==> config.mk <==
export PLATFORM = sky130hd
export DESIGN_NAME = ascon_fsm_moore
export DESIGN_NICKNAME = d
export VERILOG_FILES = /design/src/rtl/ascon_fsm_moore.sv
export SDC_FILE = /design/constraint.sdc
export NUM_CORES = 1
export LEC_CHECK = 0
export ABC_AREA = 1
export CORE_AREA = 2 2 52 54
export DETAILED_ROUTE_END_ITERATION = 10
export DIE_AREA = 0 0 54 56
export MAX_ROUTING_LAYER = met4
export PLACE_DENSITY = 0.79
export SLEW_MARGIN = 20
export SYNTH_ARGS = -nofsm -noshare
export SYNTH_HDL_FRONTEND = slang
export SYNTH_SLANG_ARGS = --single-unit
export TNS_END_PERCENT = 50
==> constraint.sdc <==
create_clock -name clock_i -period 2.8 [get_ports clock_i]
set_input_delay 0.42 -clock clock_i [delete_from_list [all_inputs] [get_ports clock_i]]
set_output_delay 0.42 -clock clock_i [all_outputs]
set_load 0.005 [all_outputs]
==> src/rtl/ascon_fsm_moore.sv <==
// ASCON-AEAD128 Moore control FSM: INIT(p12), DA(p8), TC1(p8), TC2(p8), FINAL(p12).
// Outputs are registered from the next state, so they always match the state register.
module ascon_fsm_moore (
  input  logic       clock_i,
  input  logic       resetb_i,
  input  logic       start_i,
  input  logic       data_valid_i,
  input  logic [3:0] round_i,
  output logic       init_o,
  output logic       enable_p_o,
  output logic       enable_xor_b_o,
  output logic [1:0] enable_xor_e_o,
  output logic       active_round_o,
  output logic       init_round_p12_o,
  output logic       init_round_p8_o,
  output logic       enable_tag_register,
  output logic       enable_cipher_register,
  output logic       cipher_valid_o,
  output logic       end_o,
  output logic       end_init_o,
  output logic       end_da_o,
  output logic       end_tc_o,
  output logic       end_final_o
);

  typedef enum logic [4:0] {
    IDLE, CONF_INIT, INIT_RND, INIT_LAST, WAIT_DA,
    CONF_DA, DA_FIRST, DA_RND, DA_LAST, WAIT_TC1,
    CONF_TC1, TC1_FIRST, TC1_RND, TC1_LAST, WAIT_TC2,
    CONF_TC2, TC2_FIRST, TC2_RND, TC2_LAST, WAIT_FIN,
    CONF_FIN, FIN_FIRST, FIN_RND, FIN_LAST, END
  } state_t;

  typedef struct packed {
    logic       init;
    logic       p;
    logic       xb;
    logic [1:0] xe;
    logic       act;
    logic       p12;
    logic       p8;
    logic       tag;
    logic       ci;
    logic       cv;
    logic       fin;
    logic       e_init;
    logic       e_da;
    logic       e_tc;
    logic       e_final;
  } ctl_t;

  state_t state;
  state_t nxt;
  ctl_t   ctl;
  ctl_t   ctl_q;
  logic   r10;

  assign r10 = (round_i == 4'd10);

  always_comb begin
    nxt = state;
    case (state)
      IDLE:      if (start_i) nxt = CONF_INIT;
      CONF_INIT: nxt = INIT_RND;
      INIT_RND:  if (r10) nxt = INIT_LAST;
      INIT_LAST: nxt = WAIT_DA;
      WAIT_DA:   if (data_valid_i) nxt = CONF_DA;
      CONF_DA:   nxt = DA_FIRST;
      DA_FIRST:  nxt = DA_RND;
      DA_RND:    if (r10) nxt = DA_LAST;
      DA_LAST:   nxt = WAIT_TC1;
      WAIT_TC1:  if (data_valid_i) nxt = CONF_TC1;
      CONF_TC1:  nxt = TC1_FIRST;
      TC1_FIRST: nxt = TC1_RND;
      TC1_RND:   if (r10) nxt = TC1_LAST;
      TC1_LAST:  nxt = WAIT_TC2;
      WAIT_TC2:  if (data_valid_i) nxt = CONF_TC2;
      CONF_TC2:  nxt = TC2_FIRST;
      TC2_FIRST: nxt = TC2_RND;
      TC2_RND:   if (r10) nxt = TC2_LAST;
      TC2_LAST:  nxt = WAIT_FIN;
      WAIT_FIN:  if (data_valid_i) nxt = CONF_FIN;
      CONF_FIN:  nxt = FIN_FIRST;
      FIN_FIRST: nxt = FIN_RND;
      FIN_RND:   if (r10) nxt = FIN_LAST;
      FIN_LAST:  nxt = END;
      END:       if (start_i) nxt = CONF_INIT;
      default:   nxt = IDLE;
    endcase
  end

  // Output decode of the state about to be entered.
  always_comb begin
    ctl = '0;
    case (nxt)
      CONF_INIT: begin
        ctl.init = 1'b1;
        ctl.p12  = 1'b1;
      end
      INIT_RND, DA_RND, TC1_RND, TC2_RND, FIN_RND: begin
        ctl.p   = 1'b1;
        ctl.act = 1'b1;
      end
      INIT_LAST: begin
        ctl.p  = 1'b1;
        ctl.xe = 2'b01;
      end
      WAIT_DA:  ctl.e_init = 1'b1;
      CONF_DA, CONF_TC1, CONF_TC2: ctl.p8 = 1'b1;
      CONF_FIN: ctl.p12 = 1'b1;
      DA_FIRST: begin
        ctl.p   = 1'b1;
        ctl.xb  = 1'b1;
        ctl.act = 1'b1;
      end
      TC1_FIRST, TC2_FIRST, FIN_FIRST: begin
        ctl.p   = 1'b1;
        ctl.xb  = 1'b1;
        ctl.act = 1'b1;
        ctl.ci  = 1'b1;
      end
      DA_LAST: begin
        ctl.p  = 1'b1;
        ctl.xe = 2'b10;
      end
      TC1_LAST, TC2_LAST: ctl.p = 1'b1;
      FIN_LAST: begin
        ctl.p   = 1'b1;
        ctl.xe  = 2'b01;
        ctl.tag = 1'b1;
      end
      WAIT_TC1: ctl.e_da = 1'b1;
      WAIT_TC2, WAIT_FIN: begin
        ctl.e_tc = 1'b1;
        ctl.cv   = 1'b1;
      end
      END: begin
        ctl.fin     = 1'b1;
        ctl.e_final = 1'b1;
        ctl.cv      = 1'b1;
      end
      default: ctl = '0;
    endcase
  end

  always_ff @(posedge clock_i or negedge resetb_i) begin
    if (!resetb_i) begin
      state <= IDLE;
      ctl_q <= '0;
    end else begin
      state <= nxt;
      ctl_q <= ctl;
    end
  end

  assign init_o                 = ctl_q.init;
  assign enable_p_o             = ctl_q.p;
  assign enable_xor_b_o         = ctl_q.xb;
  assign enable_xor_e_o         = ctl_q.xe;
  assign active_round_o         = ctl_q.act;
  assign init_round_p12_o       = ctl_q.p12;
  assign init_round_p8_o        = ctl_q.p8;
  assign enable_tag_register    = ctl_q.tag;
  assign enable_cipher_register = ctl_q.ci;
  assign cipher_valid_o         = ctl_q.cv;
  assign end_o                  = ctl_q.fin;
  assign end_init_o             = ctl_q.e_init;
  assign end_da_o               = ctl_q.e_da;
  assign end_tc_o               = ctl_q.e_tc;
  assign end_final_o            = ctl_q.e_final;

endmodule

Word-level counts from Yosys, hierarchy flattened:

Index checks and enable logic that the tools add are counted.

* register bits after elaboration: 20
* word-level logic and storage cells: 100
* input port bits: 8
* output and inout port bits: 16

* multiplexer cells: 25
* reductions and logical operators: 11
* equal/unequal tests: 49

Operators with widths (count)
* 5-bit case mux with 24 select lines: 1
* 5-bit == test, second input constant: 18
* 5-bit by 4-bit == test with 1-bit output, second input constant: 16
* 5-bit two-way mux: 10
* 5-bit by 3-bit == test with 1-bit output, second input constant: 8
* 5-bit by 2-bit == test with 1-bit output, second input constant: 4
* 14-bit OR reduction: 1
* 1-bit two-way mux: 13
* 5-bit by 1-bit == test with 1-bit output, second input constant: 2
* 3-bit OR reduction: 3
* 9-bit OR reduction: 1
* 2-bit OR reduction: 4
* 5-bit zero test: 1
* 4-bit == test, second input constant: 1
* 2-bit case mux with 2 select lines: 1
* 4-bit OR reduction: 1

Logic depth before layout (Yosys ltp):

Gate-level depths: netlist of the first run.

* depth after elaboration: 6
* mapped depth: 14

Worst setup path after synthesis of the first run:

No wires, ideal clock.

* path kind: register -> register
* from: register state[2]
* to: register ctl_q (netlist bit enable_p_o)
* slack: 1158 ps
* required time: 2681 ps
* setup time: 119 ps
* data arrival time: 1523 ps
* stages on the path, launching flop included: 13
* period minus slack after synthesis: 1642 ps
* buffers on the path: 0
* path through: dfrtp_1 nor2_2 nand2_1 nor2_1 nand2_1 nand3_1 nor2_1 nand2_1 nor2_1 nand4_1 nand3_1 nor2_1 nand2_1

RTL lines
* from (decl): line 52 `state_t state;`
* from (signal assigned): line 151 `state <= nxt;`
* to (signal assigned): line 152 `ctl_q <= ctl;`
* to (decl): line 55 `ctl_t ctl_q;`

==> flow_summary.json, run 1 <==
{
  "setup_viol": 0,
  "setup-tns-final_ns": 0,
  "reg2reg_depth": 12,
  "num_rows": 18,
  "fmax_mhz": 418,
  "power_density_mw_per_mm2": 1070,
  "chipHeight_um": 56,
  "cts_tree": "built",
  "antenna_found_initial": 0,
  "dp_hpwl_um": 3170,
  "ir_drop_v": 0.000635,
  "cp-end-kind": "flip-flop",
  "final_core_util_pct": 66.6,
  "cp.depth": 12,
  "die_area_mm2": 0.00302,
  "cp_top_family": "simple AND/OR/NAND/NOR gates",
  "path_max_fanout": 11,
  "p_leak_nw": 0.952,
  "seq_area_frac_synth_pct": 37.7,
  "synth_edf_count": 0,
  "most-common-layout-cells": "nand2_1, nor2_1, nand3_1",
  "vias": 1527,
  "status": "complete, no violations",
  "nets": 247,
  "die_x_um": 54,
  "critPathLaunchType": "flip-flop",
  "routed_wl_um": 3900,
  "clockBufferDepth": 2,
  "regArea_um2": 500,
  "clk_pin_slew_ns": 0.12,
  "grt_max_degree": 21,
  "final_common_cell": "nand2_1",
  "critPathArrivalTime_ns": 2.63,
  "io_pins": 24,
  "cts_setup_buffers": 0,
  "synthAdderAreaFrac_pct": 0,
  "avgSynthCellArea_um2": 6.24,
  "min_period_over_period_pct": 85.3,
  "critical_path.most_common_cell": "nor2_1",
  "critical-path-max-stage-delay_ns": 0.58,
  "syn_inst": 213,
  "maxCapViolCount": 0,
  "synthesis.area_mm2": 0.00133,
  "clock_skew_ns": 0.0119,
  "start_util_pct": 54.6,
  "worst_pin_slew_ns": 0.856,
  "min_path_type": "in2async",
  "antenna_cells": 0,
  "dr.pass1.iters": 5,
  "ant_nets": 0,
  "rsz0062_at_grt": "no",
  "gp_congestion": 1.06,
  "ys_ff_latch": 20,
  "grt_pass1_vias": 1383,
  "synth_fp_nets": 221,
  "crit_chain": "inv_2, nand3_1, nor2_1, nor2_1, nand2_1, nor2_1, nand2_1, nor2_1, nand2_1, nor2_1, nor2_1, nand3_1",
  "grt_use_total_pct": 28.5,
  "slowest_stage": "dfrtp_1",
  "yosysWarnings": 0,
  "slew_headroom_pct": 42.7,
  "synth_compound_area_share_pct": 4.52,
  "finalMaxSlewViolations": 0,
  "cts_resized": 0,
  "synth_ff_type": "dfrtp_1",
  "gr-total-overflow": 0,
  "drive_above_1_share_pct": 6.30,
  "period_needed_ns": 2.39,
  "synth-async-reset-ratio_pct": 100,
  "synthToLayoutAreaGrowth_pct": 21.9,
  "n_fill_cell": 220,
  "cts_sinks": 20,
  "hold_viol_final": 0,
  "synth-simple-area-share_pct": 50.1,
  "cts_buffers": 3,
  "postCtsHoldBufs": 0,
  "clock_latency_ns": 0.30,
  "drt_iter0_markers": 175,
  "synthMuxAreaShare_pct": 0,
  "synth_cell_types": 21,
  "root_buffer": "clkbuf_4",
  "htreeDepth": 1,
  "critPathKind": "reg2reg",
  "synth_xor_xnor_area_share_pct": 0,
  "synth_top_family_by_area": "simple AND/OR/NAND/NOR gates",
  "multi_input_area_um2": 726,
  "grt_pass1_wl_um": 6290,
  "worst_ep_required_time_ns": 3.04,
  "vias_per_cell": 5.70,
  "drc": 0,
  "wl_per_cell_um": 14.6,
  "crit_buf_inv": 1,
  "io_buffer_count": 23,
  "coreArea_mm2": 0.00243
}
-- state kept, by name, summed over array words and instances (netlist names) --
signal and flops:
enable_tag_register 1, end_final_o 1, init_round_p12_o 1, state 5
enable_cipher_register 1, active_round_o 1, cipher_valid_o 1, enable_xor_e_o 2
init_round_p8_o 1, end_da_o 1, enable_p_o 1, end_init_o 1
end_tc_o 1, enable_xor_b_o 1, init_o 1
-- cells by family (layout without fill, tap and decap cells) --
group / count (synthesis) / count (layout)
simple gates: 156 / 156
flops: 20 / 20
buf+inv: 26 / 51
compound gates: 11 / 11
-- cell usage after synthesis, types with 2 or more instances --
library cell	count	area share [%]
o21ai_1	2	0.75
dfrtp_1	20	38
nand3_1	30	11
o21ai_0	2	0.75
nor2_2	4	1.9
or2_2	2	0.94
nand2_1	64	18
nor2_1	47	13
inv_2	3	0.85
inv_1	21	5.9
a21oi_1	5	1.9
nand4_1	4	1.9
-- metrics by stage --
step / instance area, um2 / hold WS (ns) / instances / setup slack, ns / total power [mW]
6_report: 1620 / 0.599 / 268 / 0.410 / 1.74
5_1_grt: 1620 / 0.677 / 268 / 0.290 / 1.87
4_1_cts: 1620 / 0.631 / 268 / 0.533 / 1.71
3_5_place_dp: 1580 / 0.798 / 264 / 0.410 / 1.54
3_3_place_gp: 1580 / 0.802 / 264 / 0.575 / 1.50
2_1_floorplan: 1330 / 0.124 / 213 / 1.16 / 1.19
-- power breakdown --
part / internal, mW / switching, mW / total [mW]
clock network: 0.0792 / 0.0854 / 0.165
logic: 0.365 / 0.741 / 1.11
registers: 0.379 / 0.0882 / 0.467
-- final timing paths --
| path | end | from | slack [ns] |
|---|---|---|---|
| max reg2reg | active_round_o | state[4] | 0.41 |
| min | cipher_valid_o | resetb_i | 0.60 |
| min in group clock_i | init_o | state[3] | 0.86 |
| max in group asynchronous | state[2] | resetb_i | 1.67 |
| max | active_round_o | state[4] | 0.41 |
| min reg2reg | init_o | state[3] | 0.86 |
-- layer usage --
layer	vias to the layer above	global-route usage, %	wire (um)
met5	-	-	0
met4	0	7.50	93
met3	17	3.23	389
met2	111	46.3	1930
met1	671	37.1	1490
li1	728	-	-
-- final cells by class --
type	instances	share of cell area [%]
Clock buffer	4	2.24
Multi-Input combinational cell	167	44.8
Tap cell	30	2.32
Sequential cell	20	30.9
Timing Repair Buffer	23	14.2
Inverter	24	5.56
No activity file was read; power rests on OpenSTA's default activity.
==> run 2, diff against run 1 <==
--- a/config.mk
+++ b/config.mk
@@ -5,12 +5,14 @@
 export SDC_FILE = /design/constraint.sdc
 export NUM_CORES = 1
 export LEC_CHECK = 0
-export ABC_AREA = 1
-export CORE_AREA = 2 2 52 54
+export ABC_AREA = 0
+export CELL_PAD_IN_SITES_DETAIL_PLACEMENT = 1
+export CELL_PAD_IN_SITES_GLOBAL_PLACEMENT = 1
+export CORE_AREA = 2 2 82 45
 export DETAILED_ROUTE_END_ITERATION = 10
-export DIE_AREA = 0 0 54 56
+export DIE_AREA = 0 0 84 47
 export MAX_ROUTING_LAYER = met4
-export PLACE_DENSITY = 0.79
+export PLACE_DENSITY = 0.77
 export SLEW_MARGIN = 20
 export SYNTH_ARGS = -nofsm -noshare
 export SYNTH_HDL_FRONTEND = slang
==> run 2 against run 1 <==
  * Final cell count down 16%
  * Worst hold slack better by 0.051 ns
  * Combinational power up 32%
  * Sequential power up 13%
  * Clock power up 33%
==> flow_summary.json, run 2 <==
{
  "setup_viol": 0,
  "clock_latency_ns": 0.26,
  "hold_viol_final": 0,
  "worst_slack_ns": 0.107,
  "gp_congestion": 0.930,
  "grt_pass1_wl_um": 6730,
  "coreArea_mm2": 0.00325,
  "finalMaxSlewViolations": 0,
  "yosysMostFrequentCell": "dfrtp_1",
  "die_area_mm2": 0.00395,
  "netlist.area_leader.share_pct": 39.6,
  "synth_fp_nets": 149,
  "die_x_um": 84,
  "cts_buffers": 3,
  "drc": 0,
  "synthToLayoutAreaGrowth_pct": 37.5,
  "place_ws_ns": -0.118,
  "nets": 193,
  "start_util_pct": 38.9,
  "fmax_mhz": 371,
  "gr-total-overflow": 0,
  "min_path_cells": 1,
  "reg2reg_depth": 9,
  "worst_ep_required_time_ns": 2.99,
  "worst_pin_slew_ns": 0.879,
  "status": "complete, no violations",
  "critPathLaunchType": "flip-flop",
  "vias": 1318,
  "postCtsHoldBufs": 0,
  "drt_iter0_markers": 112,
  "io_buffer_count": 23,
  "synth_area_leader_cell": "dfrtp_1",
  "holdWs_ns": 0.649,
  "final_core_util_pct": 53.5,
  "cts_sinks": 20,
  "num_rows": 15,
  "synth_common_cells": "dfrtp_1, nand2_1, nor2_1, inv_1, nor3_1",
  "io_pins": 24,
  "pwr-share-seq_pct": 24.0,
  "critPathKind": "reg2reg",
  "synth_edf_count": 0,
  "cp-end-kind": "flip-flop",
  "vias_per_cell": 5.83,
  "slew_headroom_pct": 41.2,
  "chipHeight_um": 47,
  "min_path_type": "reg2reg",
  "yosysWarnings": 0,
  "antenna_found_initial": 0,
  "p_sw_share_pct": 45.9,
  "dp_hpwl_um": 3200,
  "p_int_mw": 1.19,
  "htreeDepth": 1,
  "critPathArrivalTime_ns": 2.89,
  "routed_wl_um": 4190,
  "top_register": "state",
  "dr.pass1.iters": 4,
  "final_common_cell": "buf_4",
  "synthesis.area_mm2": 0.00126,
  "period_needed_ns": 2.69,
  "avgSynthCellArea_um2": 8.96,
  "synth-async-reset-ratio_pct": 100,
  "grt_max_degree": 21,
  "synth_ff_type": "dfrtp_1",
  "most-common-layout-cells": "buf_4, clkdlybuf4s50_1, dfrtp_1",
  "syn_inst": 141,
  "power_frac_clock_pct": 9.9,
  "ant_nets": 0,
  "rsz0062_at_grt": "no",
  "clk_pin_slew_ns": 0.07,
  "p_comb_share_pct": 66.1,
  "maxCapViolCount": 0,
  "p_leak_nw": 0.758,
  "power_density_mw_per_mm2": 1270,
  "grt_use_total_pct": 23.5,
  "p_switching_mw": 1.01,
  "cts_setup_buffers": 0,
  "n_fill_cell": 384,
  "antenna_cells": 0,
  "path_max_fanout": 11,
  "grt_pass1_vias": 1300,
  "synth.area.top_cells": "dfrtp_1, nand2_1, nor2_1, buf_6, nor3_1",
  "seq_area_frac_synth_pct": 39.6,
  "clock_skew_ns": 0.000718,
  "drive_above_1_share_pct": 21.2,
  "synth_cell_types": 51,
  "clockBufferDepth": 2,
  "root_buffer": "clkbuf_8",
  "ys_ff_latch": 20,
  "wl_per_cell_um": 18.5,
  "cts_tree": "built",
  "min_period_over_period_pct": 96.2,
  "ir_drop_v": 0.000697,
  "largest_reg_flops": 5,
  "setup-tns-final_ns": 0
}
run 2: what timing repair did:
item | in CTS | in global routing
hold endpoints to repair | 0 | 0
endpoints found under the setup margin | 0 | 2
resized for setup | 0 | 4
run 2: cell families after synthesis:
group	Yosys count	share of synthesized area (%)
xor gates and xnor gates	2	1.39
buffers and inverters	18	7.82
and+or+nand+nor	65	30.0
DFF	20	39.6
AOI/OAI and AO/OA	36	21.2
run 2: power by group through the flow:
| stage | Clock (mW) | Combinational [mW] | Sequential (mW) |
|---|---|---|---|
| after global routing | 0.242 | 1.57 | 0.543 |
| after global placement | 0 | 1.33 | 0.514 |
| after CTS | 0.223 | 1.41 | 0.520 |
| after floorplan | 0 | 0.882 | 0.443 |
| final | 0.219 | 1.46 | 0.529 |
| after detailed placement | 0 | 1.39 | 0.526 |
run 2: path summary, 6_finish.rpt:
path                               start                      to  slack, ns
worst min-delay path            state[0]  enable_cipher_register       0.65
worst max-delay path            state[4]          active_round_o       0.11
min in group asynchronous       resetb_i        init_round_p12_o       0.66
worst min register to register  state[0]  enable_cipher_register       0.65
worst max register to register  state[4]          active_round_o       0.11
max in group asynchronous       resetb_i                state[3]       1.54
run 2: layout make-up:
class                      count  area, um2  share of cell area [%]
sequential                    20        503                    28.9
timing repair buffer          50        433                    24.9
tap                           42       52.6                    3.02
multi-input combinational    103        668                    38.4
inverter                       7       26.3                    1.51
clock buffer                   4       55.1                    3.17
run 2: metal layers:
metal / global-route usage, % / wire, um / vias up / part of all wire, %
met3: 5.80 / 346 / 3 / 8.3
li1: - / - / 607 / -
met5: - / 0 / - / 0
met4: 2.58 / 10 / 0 / 0.24
met2: 38.4 / 1800 / 62 / 43
met1: 31.4 / 2030 / 646 / 49
run 2: worst max-delay path: stages (launching register included):
cell	delay, ns
dfrtp_1	0.54
buf_4	0.24
nand2_1	0.11
a2111oi_2	0.09
a211o_1	0.32
or3_1	0.44
buf_4	0.17
or4_1	0.47
o2111a_1	0.17
nand2_1	0.08
run 2: per-stage QoR:
step / std cells / cell area (um2) / power, mW
4_1_cts: 226 / 1730 / 2.16
3_5_place_dp: 222 / 1680 / 1.92
3_3_place_gp: 222 / 1680 / 1.84
2_1_floorplan: 141 / 1260 / 1.32
5_1_grt: 226 / 1740 / 2.36
6_report: 226 / 1740 / 2.21
==> run 3, diff against run 2 <==
--- a/config.mk
+++ b/config.mk
@@ -5,7 +5,6 @@
 export SDC_FILE = /design/constraint.sdc
 export NUM_CORES = 1
 export LEC_CHECK = 0
-export ABC_AREA = 0
 export CELL_PAD_IN_SITES_DETAIL_PLACEMENT = 1
 export CELL_PAD_IN_SITES_GLOBAL_PLACEMENT = 1
 export CORE_AREA = 2 2 82 45
==> results of run 3 <==
Final layout, timing and power as in run 2 (identical DEF).
